$ cat src/rtl/cond_eval_unit.sv
// Per-lane condition-code evaluator with an NZCV register and a pending-writer counter.
// Optional macro COND_FWD_BYPASS_EN forwards flag_in into evaluation during a flag write.
module cond_eval_unit #(
  parameter int NUM_CH   = 2,
  parameter int MAX_PEND = 3
) (
  input  logic                            clk,
  input  logic                            reset,
  input  logic                            flag_we,
  input  logic [3:0]                      flag_in,
  input  logic                            pend_inc,
  input  logic                            in_valid,
  output logic                            in_ready,
  input  logic [32*NUM_CH-1:0]            in_ir,
  input  logic [NUM_CH-1:0]               in_lane_en,
  output logic                            out_valid,
  input  logic                            out_ready,
  output logic [NUM_CH-1:0]               out_cond,
  output logic [3:0]                      flags_out,
  output logic                            pend_err,
  output logic [$clog2(MAX_PEND+1)-1:0]   dbg_pend_cnt
);

  localparam int            PW      = $clog2(MAX_PEND + 1);
  localparam logic [PW-1:0] MAX_CNT = PW'(MAX_PEND);

  logic [3:0]        r_flags;
  logic [PW-1:0]     r_pend_cnt;
  logic              r_pend_err;
  logic              r_out_valid;
  logic [NUM_CH-1:0] r_out_cond;

  logic              w_slot_free;
  logic              w_flag_indep;
  logic              w_fwd_ok;
  logic              w_accept;
  logic [3:0]        w_eval_flags;
  logic [NUM_CH-1:0] w_cond;

  // flags = {N,Z,C,V}
  function automatic logic cond_pass(input logic [3:0] c, input logic [3:0] f);
    logic n, z, cf, v;
    n  = f[3];
    z  = f[2];
    cf = f[1];
    v  = f[0];
    case (c)
      4'h0:    cond_pass = z;
      4'h1:    cond_pass = !z;
      4'h2:    cond_pass = cf;
      4'h3:    cond_pass = !cf;
      4'h4:    cond_pass = n;
      4'h5:    cond_pass = !n;
      4'h6:    cond_pass = v;
      4'h7:    cond_pass = !v;
      4'h8:    cond_pass = cf && !z;
      4'h9:    cond_pass = !cf || z;
      4'hA:    cond_pass = (n == v);
      4'hB:    cond_pass = (n != v);
      4'hC:    cond_pass = !z && (n == v);
      4'hD:    cond_pass = z || (n != v);
      4'hE:    cond_pass = 1'b1;
      default: cond_pass = 1'b0;
    endcase
  endfunction

`ifdef COND_FWD_BYPASS_EN
  assign w_eval_flags = flag_we ? flag_in : r_flags;
  assign w_fwd_ok     = (r_pend_cnt == PW'(1)) && flag_we && !pend_inc;
`else
  assign w_eval_flags = r_flags;
  assign w_fwd_ok     = 1'b0;
`endif

  // AL/NV lanes ignore the flags, so they may pass while writers are still pending.
  always_comb begin
    w_flag_indep = 1'b1;
    w_cond       = '0;
    for (int k = 0; k < NUM_CH; k++) begin
      if (in_lane_en[k]) begin
        if (in_ir[32*k+29 +: 3] != 3'b111) w_flag_indep = 1'b0;
        w_cond[k] = cond_pass(in_ir[32*k+28 +: 4], w_eval_flags);
      end
    end
  end

  // Handshakes: a transfer happens on an edge where valid && ready; ready never waits on valid.
  assign w_slot_free = !r_out_valid || out_ready;
  assign in_ready    = w_slot_free && ((r_pend_cnt == '0) || w_flag_indep || w_fwd_ok);
  assign w_accept    = in_valid && in_ready;

  always_ff @(posedge clk) begin
    if (reset) begin
      r_flags     <= 4'b0000;
      r_pend_cnt  <= '0;
      r_pend_err  <= 1'b0;
      r_out_valid <= 1'b0;
      r_out_cond  <= '0;
    end else begin
      if (flag_we) r_flags <= flag_in;

      case ({pend_inc, flag_we})
        2'b10: begin
          if (r_pend_cnt == MAX_CNT) r_pend_err <= 1'b1;
          else                       r_pend_cnt <= r_pend_cnt + PW'(1);
        end
        2'b01: begin
          if (r_pend_cnt != '0) r_pend_cnt <= r_pend_cnt - PW'(1);
        end
        default: ;
      endcase

      if (w_accept) begin
        r_out_valid <= 1'b1;
        r_out_cond  <= w_cond;
      end else if (out_ready) begin
        r_out_valid <= 1'b0;
      end
    end
  end

  assign out_valid    = r_out_valid;
  assign out_cond     = r_out_cond;
  assign flags_out    = r_flags;
  assign pend_err     = r_pend_err;
  assign dbg_pend_cnt = r_pend_cnt;

endmodule
$ cat config.mk
export PLATFORM = sky130hd
export DESIGN_NAME = cond_eval_unit
export DESIGN_NICKNAME = d
export VERILOG_FILES = /design/src/rtl/cond_eval_unit.sv
export SDC_FILE = /design/constraint.sdc
export NUM_CORES = 1
export LEC_CHECK = 0
export ABC_AREA = 1
export CORE_MARGIN = 10
export CORE_UTILIZATION = 25
export CTS_BUF_LIST = sky130_fd_sc_hd__clkbuf_2
export DETAILED_ROUTE_END_ITERATION = 10
export PLACE_DENSITY = 0.73
export SKIP_CTS_REPAIR_TIMING = 1
export SLEW_MARGIN = 15
export SYNTH_ARGS = -nofsm -noshare
export SYNTH_HDL_FRONTEND = slang
export SYNTH_SLANG_ARGS = --single-unit
$ cat constraint.sdc
create_clock -name clk -period 1.1 [get_ports clk]
set_input_delay 0.22 -clock clk [delete_from_list [all_inputs] [get_ports clk]]
set_output_delay 0.22 -clock clk [all_outputs]
set_load 0.05 [all_outputs]
# Yosys cells after proc, flatten, opt, wreduce, memory -nomap -nowiden
# Index checks and enable logic that the tools add are counted.
dict set report word_totals {
  register_bits 10
  word_cells 78
}
dict set report op_classes {
  n_eq_ne 37
  add_sub_neg 2
  n_mux 13
  reduce_logical 21
}
# op count
set ops {}
lappend ops {{== test 4 bit (second input constant)} 14}
lappend ops {{== test 4 x 3 -> 1 bit (second input constant)} 8}
lappend ops {{case mux 1 bit (15 select lines)} 2}
lappend ops {{== test 4 x 2 -> 1 bit (second input constant)} 4}
lappend ops {{== test 4 x 1 -> 1 bit (second input constant)} 2}
lappend ops {{zero test 4 bit} 2}
lappend ops {{two-way mux 1 bit} 8}
lappend ops {{inequality test 3 bit (second input constant)} 2}
lappend ops {{nonzero test 2 bit} 3}
lappend ops {{zero test 1 bit} 5}
lappend ops {{== test 2 bit (second input constant)} 2}
lappend ops {{logical AND 1 bit} 4}
lappend ops {{logical OR 1 bit} 4}
lappend ops {{two-way mux 2 bit} 2}
lappend ops {{inequality test 2 bit (second input constant)} 2}
lappend ops {{case mux 2 bit (2 select lines)} 1}
lappend ops {{AND reduction 3 bit} 1}
lappend ops {{adder 2 x 1 -> 2 bit (second input constant)} 1}
lappend ops {{== test 2 x 1 -> 1 bit (second input constant)} 1}
lappend ops {{zero test 2 bit} 1}
lappend ops {{AND reduction 2 bit} 1}
lappend ops {{subtractor 2 x 1 -> 2 bit (second input constant)} 1}
lappend ops {{== test 1 bit} 1}
lappend ops {{inequality test 1 bit} 1}

# Logic depth before layout (Yosys ltp)
# Gate-level depths: netlist of run 1.
dict set report logic_depth {
  depth_word 9
  ltp_mapped 11
  depth_no_buf 11
}

# Worst setup path after synthesis of run 1
# No wires, ideal clock.
dict set report synth_timing {
  kind {flip-flop to output port}
  start {register r_pend_cnt[0], in the netlist dbg_pend_cnt[0]}
  end {output in_ready}
  setup_slack_ns -0.662
  t_required_ns 0.880
  arrival_time_ns 1.542
  path_stages_with_launch 4
  path_cell_list {dfxtp_1 -> nor2_1 -> inv_1 -> a21oi_1}
}
dict set report synth_via {
  elab_chain_cells 3
}
# item line_no
set synth_rtl {}
lappend synth_rtl {{start: declaration} 28} ;# logic [PW-1:0] r_pend_cnt;
lappend synth_rtl {{start signal: assignment} 105} ;# else r_pend_cnt <= r_pend_cnt + PW'(1);
lappend synth_rtl {{start signal: assignment} 108} ;# if (r_pend_cnt != '0) r_pend_cnt <= r_pend_cnt - PW'(1);
lappend synth_rtl {{zero test 2 bit} 89} ;# assign in_ready = w_slot_free && ((r_pend_cnt == '0) || w_flag_indep || w_fwd_ok);
lappend synth_rtl {{logical OR 1 bit} 89}
lappend synth_rtl {{logical AND 1 bit} 89}
lappend synth_rtl {{end: declaration} 13} ;# output logic in_ready,
# No other way between the ends.

# Worst setup path in the final report of run 1
dict set report layout_timing {
  start {input in_lane_en[1]}
  end {output in_ready}
}
dict set report layout_via {
  elab_chain_cells 3
}
# item line_no
set layout_rtl {}
lappend layout_rtl {{start: declaration} 15} ;# input logic [NUM_CH-1:0] in_lane_en,
lappend layout_rtl {{two-way mux 1 bit} 80} ;# if (in_lane_en[k]) begin
lappend layout_rtl {{logical OR 1 bit} 89}
lappend layout_rtl {{logical AND 1 bit} 89}
# No other way between the ends.

==> impl_metrics.csv, run 1 <==
group,metric,value,unit
hold_path,hold_class,"input pin to register",
global_route,grt_pass1_vias,1098,
detailed_routing,drt_wl_total,3040,um
sta,slew_headroom,79.9,%
synth,postSynthCellCount,159,
synth,synthTopCellsByCount,"nand2_1 (36), nor2_1 (33), inv_1 (28), nand3_1 (25), dfxtp_1 (10)",
synth,ys_warn_count,0,
setup_path,cp_data_required_time,0.88,ns
place,dp_cells,260,
synth,synthDistinctLibCells,19,
final_layout,syn_to_final_growth,96.1,%
power_and_ir_drop,p_int,0.000804,W
sta,timing.final.ws_setup,-0.233,ns
power_and_ir_drop,seqPwrFrac,31.6,%
floorplan,io_pins,87,
detailed_routing,ant_nets,0,
cts,clkSlewWorstSetupHoldPaths,0.12,ns
final_layout,fin_area,1700,um2
synth,synth_nets,235,
synth,seq_area_frac_synth,23.1,%
power_and_ir_drop,combPwrFrac,52.6,%
setup_path,r2r-start,"flags_out[3]$_SDFFE_PP0P_",
detailed_routing,num_vias,1181,
setup_path,crit_fanout,2,
detailed_routing,via_per_inst,4.44,
synth,synthesis.area,866,um2
global_route,grt_pass1_wl,4690,um
detailed_routing,drtIter0Drc,85,
floorplan,coreArea,3340,um2
place,globalplace.congestion,0.832,
run,maxCapViolCount,0,
sta,hold_viol,0,
power_and_ir_drop,switching_power,0.000517,W
status,status,"finished, violations left",
hold_path,worstHoldStart,"in_lane_en[0]",
setup_path,crit_start,"in_lane_en[1]",
power_and_ir_drop,power_frac_clock,15.8,%
setup_path,endpoint_kind,"output port",
final_layout,antennaDiodeCount,0,
cts,root_buffer,"clkbuf_2",
detailed_routing,wire_per_inst,11.4,um
synth,synth-seq-cells,10,
status,violations,"setup timing",
detailed_routing,drc_errors,0,
final_layout,nets,297,
setup_path,startpoint_type,"input pin",
detailed_routing,firstDrtPassIters,4,
global_route,grt_max_degree,9,
power_and_ir_drop,powerDensity,778,nW/um2
cts,clock_latency,0.26,ns
cts,clock-sinks,10,
cts,numCtsBuffers,3,
final_layout,drive_gt1_share,36.4,%
sta,fin_crit_sh,121,%
global_route,top_usage_layer,"met2",
synth,synthArstFlopShare,0,%
sta,whs,0.440,ns
floorplan,die_area,6220,um2
floorplan,initial_utilization,25.9,%
sta,period_needed,1.33,ns
sta,fmax,750,MHz
floorplan,die_h,78.9,um
place,hpwl,2440,um
global_route,grt_use_met3,2.59,%
sta,setup_violations,6,
cts,cts_buffer_depth,2,
setup_path,cp.arrival,1.11,ns
place,portBuffers,30,
sta,slew_violations,0,
global_route,antenna_found_initial,0,
power_and_ir_drop,max-vdd-ir-drop,0.000499,V
synth,yosysTopAreaCell,"dfxtp_1",
synth,synth.area.top_cells,"dfxtp_1 (23%), nand2_1 (16%), nand3_1 (14%)",
synth,yosysMostFrequentCell,"nand2_1",
power_and_ir_drop,p_leak,0.885,nW
global_route,gr-usage-met1,9.79,%
final_layout,instances_no_fill,266,
sta,skew,0.0190,ns
sta,grt_setup_unrepaired,"yes",
setup_path,critical_path_class,"input pin to output port",
floorplan,num_rows,21,
global_route,grt_usage,9.09,%
global_route,overflow,0,
synth,postSynthAreaPerCell,5.45,um2
sta,tightest_slew,0.301,ns
cts,cts_tree,"built",
synth,ys.flop_type,"dfxtp_1",
synth,synth-edff-count,0,
floorplan,die_w,78.9,um
cts,htree_levels,1,
global_route,use_met2,16.3,%
synth,synth_top_area_share,23.1,%
power_and_ir_drop,switching_share,39.1,%
place,placed_cell_area,1570,um2
## per-stage QoR
step / utilization (%) / TNS, ns / total power, W / worst slack (ns)
4_1_cts: 47.7 / -1.35 / 0.00129 / -0.551
3_5_place_dp: 47.1 / -3.28 / 0.00107 / -0.561
6_report: 50.9 / -0.405 / 0.00132 / -0.233
3_3_place_gp: 47.1 / -2.96 / 0.00107 / -0.546
2_1_floorplan: - / -0.291 / 0.000719 / -0.103
5_1_grt: 50.9 / -0.911 / 0.00140 / -0.290
## state kept, by name (all words and copies together), names as in the netlist
signal and cells:
out_cond 2, dbg_pend_cnt 2, out_valid 1, pend_err 1, flags_out 4
## worst max-delay path, stage by stage
cell             delay, ns
clkdlybuf4s50_1       0.43
o21ai_2               0.07
nand2_2               0.09
a21oi_4               0.15
buf_12                0.15
## per-layer routing
layer | share of wire, % | vias to the layer above
li1 | - | 635
met1 | 41 | 513
met2 | 52 | 31
met3 | 5.8 | 2
met4 | 0.66 | 0
met5 | 0 | -
## path summary, 6_finish.rpt
check                                 end  slack, ns  cells after the start
min reg2reg  dbg_pend_cnt[1]$_SDFFE_PP0P_       0.52                      2
max reg2reg      out_cond[0]$_SDFFE_PP0P_      -0.06                      9
min              out_cond[0]$_SDFFE_PP0P_       0.44                      5
max                              in_ready      -0.23                      5
## power by group through the flow
stage / logic (W) / clock network (W) / registers (W)
finish: 0.000695 / 0.000209 / 0.000417
CTS: 0.000659 / 0.000221 / 0.000410
global placement: 0.000648 / 0 / 0.000418
global route: 0.000746 / 0.000234 / 0.000421
detailed placement: 0.000656 / 0 / 0.000418
floorplan: 0.000218 / 0 / 0.000501
## cell families (layout without fill, tap and decap cells)
| family | after synthesis | in the layout | synth area share [%] |
|---|---|---|---|
| simple gates | 100 | 100 | 49.1 |
| buf+inv | 30 | 91 | 13.0 |
| compound gates | 18 | 18 | 13.7 |
| flops | 10 | 10 | 23.1 |
| xor+xnor | 1 | 1 | 1.01 |
## placed cells by master, fill, tap and decap left out
master,n
a21oi_2,4
nor2_1,28
nor2_2,5
nand2_1,29
a211oi_1,4
buf_4,24
dfxtp_1,3
o22ai_2,1
buf_6,4
nand3_4,1
o211ai_1,1
inv_2,4
buf_12,11
dfxtp_2,3
xnor2_1,1
clkinv_1,1
nand4_1,2
clkdlybuf4s50_1,10
o21ai_0,2
dlymetal6s2s_1,9
nand3_2,1
nand2_2,8
nand3_1,24
nand2_4,1
o21ai_2,2
inv_1,23
inv_4,2
a21oi_1,3
clkbuf_2,3
dfxtp_4,4
a21oi_4,1
nor2_4,1
## area by class of cell
class                      count  area (um2)
timing repair buffer          58         658
clock buffer                   3        15.0
multi-input combinational    119         631
sequential                    10         219
clock inverter                 1        3.75
inverter                      29         114
fill                         338        1640
tap                           46        57.6
Power figures use the tool's default switching activity.
==> inputs of run 2 (changes only) <==
- CORE_ASPECT_RATIO: unset -> 1.5
==> impl_metrics.csv, run 2 (synthesis results as in run 1) <==
group,metric,value,unit
final_layout,drive_gt1_share,35.9,%
final_layout,nets,297,
floorplan,num_rows,26,
power_and_ir_drop,max-vdd-ir-drop,0.000698,V
sta,slew_headroom,79.6,%
power_and_ir_drop,p_total,0.00133,W
cts,root_buffer,"clkbuf_2",
cts,numCtsBuffers,3,
place,hpwl,2550,um
final_layout,syn_to_final_growth,96.5,%
global_route,grt_pass1_vias,1308,
floorplan,die_h,92.1,um
final_layout,antennaDiodeCount,0,
global_route,grt_max_degree,9,
setup_path,rr_worst_depth,9,
sta,period_needed,1.31,ns
place,globalplace.congestion,0.840,
detailed_routing,via_per_inst,4.63,
global_route,grt_usage,9.83,%
sta,fin_crit_sh,119,%
cts,clkSlewWorstSetupHoldPaths,0.11,ns
floorplan,coreArea,3380,um2
place,portBuffers,30,
cts,cts_tree,"built",
detailed_routing,ant_nets,0,
floorplan,die_area,6270,um2
final_layout,fin_area,1700,um2
detailed_routing,num_vias,1214,
floorplan,die_w,68.1,um
hold_path,hold_class,"input pin to register",
final_layout,regArea,221,um2
global_route,grt_pass1_wl,5100,um
sta,grt_setup_unrepaired,"yes",
run,maxCapViolCount,0,
setup_path,cp.arrival,1.09,ns
sta,slew_violations,0,
setup_path,r2r-start,"flags_out[0]$_SDFFE_PP0P_",
power_and_ir_drop,powerDensity,782,nW/um2
final_layout,nFillCells,333,
setup_path,crit_start,"dbg_pend_cnt[0]$_SDFFE_PP0P_",
cts,cts_buffer_depth,2,
detailed_routing,drt_wl_total,3090,um
sta,tightest_slew,0.305,ns
cts,clock_latency,0.25,ns
setup_path,critical_path_class,"register to output port",
status,status,"finished, violations left",
setup_path,crit_fanout,3,
setup_path,endpoint_kind,"output port",
sta,fmax,766,MHz
global_route,antenna_found_initial,0,
detailed_routing,drtIter0Drc,20,
global_route,overflow,0,
setup_path,cp_data_required_time,0.88,ns
detailed_routing,firstDrtPassIters,4,
setup_path,startpoint_type,"register",
floorplan,io_pins,87,
final_layout,final_cell_mix,"nand2_1 (29), nor2_1 (29), buf_4 (24)",
sta,hold_viol,0,
place,placed_cell_area,1570,um2
sta,setup_violations,6,
status,violations,"setup timing",
power_and_ir_drop,p_leak,0.902,nW
detailed_routing,drc_errors,0,
sta,timing.final.ws_setup,-0.206,ns
final_layout,largest_reg_flops,4,
cts,clock-sinks,10,
detailed_routing,wire_per_inst,11.8,um
sta,skew,0.0129,ns
hold_path,worstHoldStart,"in_lane_en[1]",
cts,htree_levels,1,
final_layout,multi_input_area,633,um2
hold_path,hold_depth,5,
floorplan,initial_utilization,25.6,%
run 2: layout make-up:
class                      instances  share of cell area [%]
sequential                        10                    13.0
tap                               42                    3.09
multi-input combinational        119                    37.2
inverter                          29                    6.69
timing repair buffer              58                    38.8
clock buffer                       4                    1.18
run 2: final timing paths:
path	end	slack (ns)
worst max-delay path	in_ready	-0.21
worst min-delay path	out_cond[1]$_SDFFE_PP0P_	0.40
worst max register to register	out_cond[0]$_SDFFE_PP0P_	-0.14
worst min register to register	out_cond[1]$_SDFFE_PP0P_	0.52
run 2: where the power goes:
part           switching, W  internal, W
logic              0.000357     0.000336
clock network      0.000123    0.0000966
registers         0.0000341     0.000385
run 2: worst max-delay path, stage by stage (launching register included):
cell	delay (ns)
dfxtp_2	0.36
nor2_4	0.09
inv_2	0.06
a21oi_4	0.17
buf_12	0.15
run 2: through the flow:
stage	hold WS (ns)	setup WS [ns]	utilization, %	std cells	setup TNS (ns)
floorplan	0.386	-0.103	-	159	-0.291
global placement	0.496	-0.550	46.3	256	-3.10
detailed placement	0.501	-0.578	46.3	256	-3.59
CTS	0.531	-0.583	46.9	260	-1.63
global route	0.417	-0.274	50.3	262	-1.07
finish	0.398	-0.206	50.3	262	-0.557
run 2: layer usage:
layer,track usage (%),part of all wire (%)
met1,8.61,35
met2,18.1,56
met3,3.05,5.4
met4,6.06,3.7
met5,0,0
==> inputs of run 3 (changes only) <==
- CTS_CLUSTER_DIAMETER: unset -> 100
==> results of run 3 <==
No change in the layout: final DEF, timing and power equal those of run 2.
